**config.mk**
```make
export PLATFORM = sky130hd
export DESIGN_NAME = vend_change_payout
export DESIGN_NICKNAME = d
export VERILOG_FILES = /design/src/rtl/vend_pkg.sv /design/src/rtl/vend_cycle_timer.sv /design/src/rtl/vend_change_payout.sv
export SDC_FILE = /design/constraint.sdc
export NUM_CORES = 1
export LEC_CHECK = 0
export ABC_AREA = 1
export BUFFER_PORTS_ARGS = -buffer_cell sky130_fd_sc_hd__buf_2
export CAP_MARGIN = 20
export CORE_ASPECT_RATIO = 0.75
export CORE_UTILIZATION = 40
export CTS_BUF_LIST = sky130_fd_sc_hd__clkbuf_4
export DETAILED_ROUTE_END_ITERATION = 8
export PLACE_DENSITY = 0.69
export SETUP_SLACK_MARGIN = 0.4
export SLEW_MARGIN = 0
export SYNTH_ARGS = -nofsm -noshare
export SYNTH_HDL_FRONTEND = slang
export SYNTH_SLANG_ARGS = --single-unit
```
**constraint.sdc**
```tcl
create_clock -name clock -period 2.3 [get_ports clock]
set_input_delay 0 -clock clock [delete_from_list [all_inputs] [get_ports clock]]
set_output_delay 0 -clock clock [all_outputs]
set_load 0.05 [all_outputs]
```
**src/rtl/vend_pkg.sv**
```systemverilog
`default_nettype none
// Shared constants and state encoding for the coin-return payout block.
package vend_pkg;

  localparam logic [1:0] CHG_NONE = 2'b00;
  localparam logic [1:0] CHG_25   = 2'b01;
  localparam logic [1:0] CHG_50   = 2'b10;
  localparam logic [1:0] CHG_75   = 2'b11;

  typedef enum logic [2:0] {
    IDLE       = 3'd0,
    PULSE      = 3'd1,
    WAIT_SENSE = 3'd2,
    GAP        = 3'd3,
    FAULT      = 3'd4
  } state_e;

  localparam int DEF_PULSE_CYCLES   = 8;
  localparam int DEF_GAP_CYCLES     = 4;
  localparam int DEF_TIMEOUT_CYCLES = 64;
  localparam int DEF_INV_W          = 8;
  localparam int DEF_INV_INIT       = 20;

endpackage
`default_nettype wire

```
**src/rtl/vend_cycle_timer.sv**
```systemverilog
`default_nettype none
// Loadable down-counter; expired_o is high while the count sits at zero.
module vend_cycle_timer #(
  parameter int W = 7
) (
  input  logic         clock,
  input  logic         rst,
  input  logic         load_i,
  input  logic [W-1:0] value_i,
  output logic         expired_o
);

  logic [W-1:0] count_q;

  always_ff @(posedge clock or negedge rst) begin
    if (!rst) begin
      count_q <= '0;
    end else if (load_i) begin
      count_q <= value_i;
    end else if (count_q != '0) begin
      count_q <= count_q - W'(1);
    end
  end

  assign expired_o = (count_q == '0);

endmodule
`default_nettype wire

```
**src/rtl/vend_change_payout.sv**
```systemverilog
`default_nettype none
// Quarter payout controller: ejects owed change coin by coin, confirms each
// on the exit sensor, tracks inventory and parks in FAULT on jam or empty hopper.
module vend_change_payout
  import vend_pkg::*;
#(
  parameter int PULSE_CYCLES   = DEF_PULSE_CYCLES,
  parameter int GAP_CYCLES     = DEF_GAP_CYCLES,
  parameter int TIMEOUT_CYCLES = DEF_TIMEOUT_CYCLES,
  parameter int INV_W          = DEF_INV_W,
  parameter int INV_INIT       = DEF_INV_INIT
) (
  input  logic             clock,
  input  logic             rst,
  input  logic             dispense,
  input  logic [1:0]       change,
  input  logic             coin_sensed,
  input  logic             refill,
  input  logic [INV_W-1:0] refill_qty,
  output logic             eject,
  output logic             busy,
  output logic             done,
  output logic             fault,
  output logic             empty,
  output logic [INV_W-1:0] quarters_left,
  output logic [1:0]       owed
);

  localparam int TW = $clog2(TIMEOUT_CYCLES + 1);
  localparam logic [TW-1:0] PULSE_LOAD = TW'(PULSE_CYCLES - 1);
  localparam logic [TW-1:0] GAP_LOAD   = TW'(GAP_CYCLES - 1);
  // Whatever is left of the jam window once the pulse has finished.
  localparam logic [TW-1:0] WAIT_LOAD  = TW'(TIMEOUT_CYCLES - PULSE_CYCLES - 1);

  state_e           state_q, state_d;
  logic [1:0]       rem_q, rem_d;
  logic [1:0]       owed_q, owed_d;
  logic             sensed_q, sensed_d;
  logic             done_q, done_d;
  logic [INV_W-1:0] inv_q, inv_d;

  logic             t_load;
  logic [TW-1:0]    t_val;
  logic             t_expired;
  logic             accept;

  logic [INV_W:0]   refill_add;
  logic [INV_W:0]   sum_refill;
  logic [INV_W:0]   sum_net;
  logic [INV_W-1:0] inv_after_refill;

  vend_cycle_timer #(.W(TW)) u_timer (
    .clock     (clock),
    .rst       (rst),
    .load_i    (t_load),
    .value_i   (t_val),
    .expired_o (t_expired)
  );

  // A coin counts once the pulse has run its full length, or on any sense while waiting.
  assign accept = ((state_q == PULSE) && t_expired && (sensed_q || coin_sensed)) ||
                  ((state_q == WAIT_SENSE) && coin_sensed);

  assign refill_add       = refill ? {1'b0, refill_qty} : '0;
  assign sum_refill       = {1'b0, inv_q} + refill_add;
  assign inv_after_refill = sum_refill[INV_W] ? '1 : sum_refill[INV_W-1:0];
  assign sum_net          = sum_refill - {{INV_W{1'b0}}, accept};
  assign inv_d            = sum_net[INV_W] ? '1 : sum_net[INV_W-1:0];

  always_comb begin
    state_d  = state_q;
    rem_d    = rem_q;
    owed_d   = owed_q;
    sensed_d = sensed_q;
    done_d   = 1'b0;
    t_load   = 1'b0;
    t_val    = '0;

    unique case (state_q)
      IDLE: begin
        if (dispense) begin
          if (change == CHG_NONE) begin
            done_d = 1'b1;
          end else begin
            rem_d    = change;
            sensed_d = 1'b0;
            if (inv_after_refill != '0) begin
              state_d = PULSE;
              t_load  = 1'b1;
              t_val   = PULSE_LOAD;
            end else begin
              state_d = FAULT;
              owed_d  = change;
            end
          end
        end
      end
      PULSE: begin
        if (coin_sensed) sensed_d = 1'b1;
        if (t_expired && !accept) begin
          state_d = WAIT_SENSE;
          t_load  = 1'b1;
          t_val   = WAIT_LOAD;
        end
      end
      WAIT_SENSE: begin
        if (!accept && t_expired) begin
          state_d = FAULT;
          owed_d  = rem_q;
        end
      end
      GAP: begin
        if (t_expired) begin
          if (inv_after_refill != '0) begin
            state_d = PULSE;
            t_load  = 1'b1;
            t_val   = PULSE_LOAD;
          end else begin
            state_d = FAULT;
            owed_d  = rem_q;
          end
        end
      end
      FAULT: begin
        if (refill && (inv_after_refill != '0)) begin
          state_d  = PULSE;
          rem_d    = owed_q;
          owed_d   = 2'd0;
          sensed_d = 1'b0;
          t_load   = 1'b1;
          t_val    = PULSE_LOAD;
        end
      end
      default: state_d = IDLE;
    endcase

    if (accept) begin
      sensed_d = 1'b0;
      rem_d    = rem_q - 2'd1;
      if (rem_q == 2'd1) begin
        state_d = IDLE;
        done_d  = 1'b1;
      end else begin
        state_d = GAP;
        t_load  = 1'b1;
        t_val   = GAP_LOAD;
      end
    end
  end

  always_ff @(posedge clock or negedge rst) begin
    if (!rst) begin
      state_q  <= IDLE;
      rem_q    <= 2'd0;
      owed_q   <= 2'd0;
      sensed_q <= 1'b0;
      done_q   <= 1'b0;
      inv_q    <= INV_W'(INV_INIT);
    end else begin
      state_q  <= state_d;
      rem_q    <= rem_d;
      owed_q   <= owed_d;
      sensed_q <= sensed_d;
      done_q   <= done_d;
      inv_q    <= inv_d;
    end
  end

  assign eject         = (state_q == PULSE);
  assign busy          = (state_q != IDLE);
  assign fault         = (state_q == FAULT);
  assign done          = done_q;
  assign empty         = (inv_q == '0);
  assign quarters_left = inv_q;
  assign owed          = (state_q == FAULT) ? owed_q : 2'd0;

endmodule
`default_nettype wire

```
# Word level (Yosys, flattened, before mapping)
# Index checks and enable logic that the tools add are counted.
[word_totals]
latchBits = 0
out_inout_bits = 15
register_bits = 24
ramBits = 0
mem_count = 0
romBits = 0
wordCells = 111
[op_classes]
n_lt_le_gt_ge = 0
div_mod_pow = 0
shift = 0
reduce_logical = 23
n_addsub = 4
n_eq_ne = 19
n_mul = 0
n_mux = 58
bitwise_logic = 0
[ops]
columns = ["op", "n"]
rows = [
  ["2-to-1 mux 3 bit", 13],
  ["2-to-1 mux 7 bit", 4],
  ["2-to-1 mux 2 bit", 13],
  ["2-to-1 mux 8 bit", 3],
  ["case mux 6 bit (4 select lines)", 1],
  ["2-to-1 mux 1 bit", 18],
  ["case mux 3 bit (5 select lines)", 1],
  ["!= test 2 bit (second input constant)", 5],
  ["adder 8 x 8 -> 9 bit", 1],
  ["!= test 3 bit (second input constant)", 3],
  ["subtractor 9 x 1 -> 9 bit", 1],
  ["zero test 8 bit", 1],
  ["case mux 2 bit (4 select lines)", 1],
  ["AND reduction 8 bit", 1],
  ["nonzero test 4 bit", 2],
  ["nonzero test 8 bit", 1],
  ["zero test 7 bit", 1],
  ["nonzero test 7 bit", 1],
  ["subtractor 7 x 1 -> 7 bit (second input constant)", 1],
  ["== test 3 x 2 -> 1 bit (second input constant)", 2],
  ["2-to-1 mux 6 bit", 1],
  ["!= test 3 x 1 -> 1 bit (second input constant)", 2],
  ["!= test 3 x 2 -> 1 bit (second input constant)", 2],
  ["AND reduction 6 bit", 1],
  ["17 further kinds", 24],
]

# Depth between registers and ports, before layout
[logic_depth]
word_depth = 11
mapped_depth = 19
ltp_nobuf = 18

# Modules after synthesis
# Synthesis repeated with hierarchy kept, for this count alone.
[unflattened]
hier_cells = 313
hier_area_um2 = 2170.8
[by_module_without_submodules]
columns = ["mod", "n_inst", "seq_area_each_um2", "area_each_um2", "cells_each"]
rows = [
  ["vend_change_payout", 1, 427.9, 1687.9, 254],
  ["vend_cycle_timer", 1, 175.2, 483.0, 59],
]

# Least setup slack after synthesis
# No wires, ideal clock.
[synth_timing]
path_kind = "register to register"
from = "register state_q[1]"
to = "register rem_q[0]"
t_required_ns = 2.226
t_arrival_ns = 2.821
slack_ns = -0.595
stages_incl_launch_ff = 10
period_less_slack_ns = 2.895
path_buffers = 0
path_cell_list = "dfrtp_1 nor2_2 inv_1 nor2_1 inv_1 nor2_1 o21ai_0 o21ai_0 nand2_1 o21ai_2"
[synth_rtl]
columns = ["item", "line", "rtl"]
rows = [
  ["from (decl)", "vend_change_payout.sv:35", "state_e state_q, state_d;"],
  ["from (signal assigned)", "vend_change_payout.sv:160", "state_q <= state_d;"],
  ["== test 3 bit *", "--", ""],
  ["net fault", "vend_change_payout.sv:23", "output logic fault,"],
  ["!= test 3 x 1 -> 1 bit (no source line) (tied with other cells)", "--", ""],
  ["AND reduction 4 bit (no source line) or 2-to-1 mux 2 bit (tied branches)", "--", ""],
  ["to (signal assigned)", "vend_change_payout.sv:161", "rem_q <= rem_d;"],
  ["to (decl)", "vend_change_payout.sv:36", "logic [1:0] rem_q, rem_d;"],
]
# Mark *: on every way through the listed nets, which the timed path passes. The rest lies on a longest branch.
# A chain may end at the register's enable or synchronous reset.

# Final worst setup path
[layout_timing]
from = "register u_timer.count_q[0]"
to = "register inv_q[5], in the netlist quarters_left[5]"
[layout_between]
elab_chain_cells = 6
[layout_rtl]
columns = ["item", "line", "rtl"]
rows = [
  ["from (decl)", "vend_cycle_timer.sv:13", "logic [W-1:0] count_q;"],
  ["from (signal assigned)", "vend_cycle_timer.sv:19", "count_q <= value_i;"],
  ["from (signal assigned)", "vend_cycle_timer.sv:21", "count_q <= count_q - W'(1);"],
  ["zero test 7 bit", "vend_cycle_timer.sv:25", "assign expired_o = (count_q == '0);"],
  ["logical AND 1 bit (2 in series)", "vend_change_payout.sv:61", "assign accept = ((state_q == PULSE) && t_expired && (sensed_q || coin_sensed)) ||"],
  ["logical OR 1 bit", "vend_change_payout.sv:61", ""],
  ["subtractor 9 x 1 -> 9 bit", "vend_change_payout.sv:67", "assign sum_net = sum_refill - {{INV_W{1'b0}}, accept};"],
  ["2-to-1 mux 8 bit", "vend_change_payout.sv:68", "assign inv_d = sum_net[INV_W] ? '1 : sum_net[INV_W-1:0];"],
  ["net inv_d[5]", "vend_change_payout.sv:40", "logic [INV_W-1:0] inv_q, inv_d;"],
  ["to (signal assigned)", "vend_change_payout.sv:158", "inv_q <= INV_W'(INV_INIT);"],
  ["to (signal assigned)", "vend_change_payout.sv:165", "inv_q <= inv_d;"],
  ["to (decl)", "vend_change_payout.sv:40", ""],
]
# The timed path passes the listed nets, and every way through them passes these cells.

==> flow_summary.ini <==
[logic_synthesis]
synth_fp_nets = 312
synth_top_area_cell = dfrtp_1
synth_commonest_cells = nand2_1, inv_1, dfrtp_1, nor2_1, nand3_1
ys_top_cells_by_area = dfrtp_1, nand2_1, inv_1
synthesis.area_mm2 = 0.00210
synthArstFlopShare_pct = 100
ys_seq_area_share_pct = 28.8
syn_area_per_cell_um2 = 7.38
yosys_warnings = 0
ys_ff_latch = 24
yosysTopAreaCellShare_pct = 26.3
synth_cell_types = 41
synth_ff_type = dfrtp_1
synthMostInstantiatedCell = nand2_1
synth_edf_count = 0
synth_cells = 284

[worst_setup_path]
crit_family = simple AND/OR/NAND/NOR gates
cp_cell_sequence = inv_2 > ha_4 > inv_2 > nor3_4 > nand3_2 > nor2_4 > a21oi_4 > clkinv_4 > ha_4 > ha_4 > inv_4 > nor2_4 > nand3_4 > xor2_4 > a21oi_2 > o21ai_2
cp-start-kind = register
r2r_start = u_timer.count_q[0]$_DFFE_PN0P_
cp.required_ps = 2520
cp.arrival_ps = 2550
crit_path_frequent_cell = ha_4
cp_slowest_cell = dfrtp_1
path_buf_inv = 4
startpoint = u_timer.count_q[0]$_DFFE_PN0P_
worstPathMaxFanout = 4
cpPeakStageDelay_ps = 410
crit_type = reg -> reg
endpoint_kind = register

[clock_network]
ctsHtreeMaxLevel = 1
cts.sinks = 24
cts_tree = yes
cts_buffer_depth = 2
clock_latency_ps = 330
numCtsBuffers = 3
path_clk_slew_ps = 140
cts_root_buf = clkbuf_4

[sta]
setup_ws_ps = -36.7
finalCritPeriodShare_pct = 102
rsz0062_at_grt = true
worst_pin_slew_ps = 538
hold_violations = 0
fmaxAchievable_mhz = 428
finalSetupViolations = 5
clock_skew_ps = 17.1
max_slew_margin_pct = 64.1
period_needed_ps = 2340
slew_viol_final = 0

[die]
rows = 22
die_w_um = 85.6
die_h_um = 64.7
coreArea_mm2 = 0.00495
io_pins = 30
initial_core_util_pct = 42.3
dieArea_mm2 = 0.00554

[detailed_routing]
ant_nets = 0
wl_per_cell_um = 13.0
first_pass_iters = 4
drc = 0
finalWirelength_mm = 5.29
via_count = 2008
drt-initial-drc-count = 133
viasPerCell = 4.93

[pwr]
p_clk_share_pct = 4.8
p_switching_mw = 2.23
powerDensity_mw_per_mm2 = 1440
internal-power_mw = 1.87
ir_drop_uv = 586
sw_frac_of_total_pct = 54.4
cellLeakagePower_nw = 1.43
pwr-share-seq_pct = 19.0
p_comb_share_pct = 76.2

[placed_design]
hpwlAfterDp_mm = 3.84
portBuffers = 29
dp.cells = 383
placed_area_mm2 = 0.00248
gp_congestion = 0.860

[layout]
design_area_mm2 = 0.00285
final_cells = 407
num-nets-final = 376
areaGrowthSynthToFinish_pct = 35.8
final_layout_size_suffix_gt1_share_pct = 45.0
num_antenna_cells = 0

[min_path]
hold_start = change[1]
hold_class = in -> reg

[flow_run]
max_cap_viol_count = 0

[run_status]
violations = setup timing
outcome = complete, but fails checks

[grt]
antenna_found_initial = 0
grt_max_degree = 25
grt_usage_pct = 19.8
grt_pass1_vias = 1821
grt_pass1_wl_mm = 8.57
overflow = 0
worst paths after layout:
kind	slack [ps]	to	cells past startpoint
worst max-delay path	-40	quarters_left[5]$_DFF_PN0_	16
worst min-delay path	20	done$_DFF_PN0_	4
worst max register to register	-40	quarters_left[5]$_DFF_PN0_	16
worst min register to register	500	owed_q[0]$_DFFE_PN0P_	2
max in group asynchronous	1760	quarters_left[0]$_DFF_PN0_	2
min in group asynchronous	160	rem_q[1]$_DFFE_PN0P_	2
power groups by stage:
stage               registers (mW)  logic (mW)  clock network, mW
floorplan                     1.01        1.78                  0
global placement             0.790        2.55                  0
CTS                          0.772        2.83              0.210
detailed placement           0.790        2.58                  0
finish                       0.779        3.13              0.198
global route                 0.797        3.41              0.219
logic make-up (layout without fill, tap and decap cells):
logic type | Yosys count | after routing | synth area share (%)
buf+inv | 60 | 123 | 11.4
flops | 24 | 24 | 28.8
compound gates | 37 | 37 | 11.5
simple gates | 142 | 142 | 36.5
xor+xnor | 8 | 8 | 3.70
fa+ha+maj | 13 | 13 | 8.12
cell usage in the layout (no fill, tap or decap), drive strengths merged, types with 2 or more instances in the layout:
cell | synthesis | layout
clkbuf | 0 | 4
nand4 | 3 | 3
nor2 | 31 | 31
inv | 57 | 57
dfrtp | 22 | 22
dfstp | 2 | 2
xnor2 | 3 | 3
or2 | 2 | 2
o22ai | 2 | 2
nand2 | 70 | 70
nand3 | 27 | 27
nor3 | 5 | 5
nor4 | 2 | 2
buf | 2 | 57
xor2 | 5 | 5
ha | 12 | 12
o21ai | 19 | 19
a21oi | 11 | 11
clkinv | 1 | 2
dlygate4sd3 | 0 | 3
o211ai | 2 | 2
routing by layer:
metal	global-route usage (%)	wire (µm)
met2	30.7	2270
met5	0	0
met4	4.38	45
met3	3.57	259
met1	28.8	2720
tightest hold or removal path, stage by stage:
cell,delay (ps)
buf_2,90
nor2_1,60
nand2_1,100
o21ai_0,80
flip-flops by register name, indices dropped and copies added (netlist names):
signal           count
rem_q                2
sensed_q             1
done                 1
state_q              3
u_timer.count_q      7
quarters_left        8
owed_q               2
per-stage QoR:
stage / setup TNS (ps) / setup slack, ps / util [%] / total power [mW] / hold slack [ps]
floorplan: -945 / -152 / - / 2.79 / -296
global placement: -81.8 / -24.7 / 50.0 / 3.34 / 14.4
detailed placement: -258 / -67.5 / 50.0 / 3.37 / 14.6
CTS: -172 / -53.9 / 54.2 / 3.81 / 3.47
global route: -1880 / -149 / 57.4 / 4.43 / 64.1
finish: -152 / -36.7 / 57.4 / 4.10 / 18.2
cell type report:
cell class	count	area [µm²]
fill	436	2110
clock inverter	1	3.75
multi-input combinational	200	1510
timing repair buffer	61	409
sequential	24	604
tap	60	75.1
inverter	58	225
clock buffer	3	22.5
what timing repair did:
| item | CTS | global route |
|---|---|---|
| buffers inserted | 8 | 9 |
| hold buffers | 3 | 0 |
| pin swaps | 18 | 20 |
| cloned | 0 | 0 |
| endpoints found under the setup margin | 25 | 24 |
| gates resized for setup | 25 | 25 |
| hold endpoints to repair | 26 | 0 |
No activity file was read; power rests on OpenSTA's default activity.
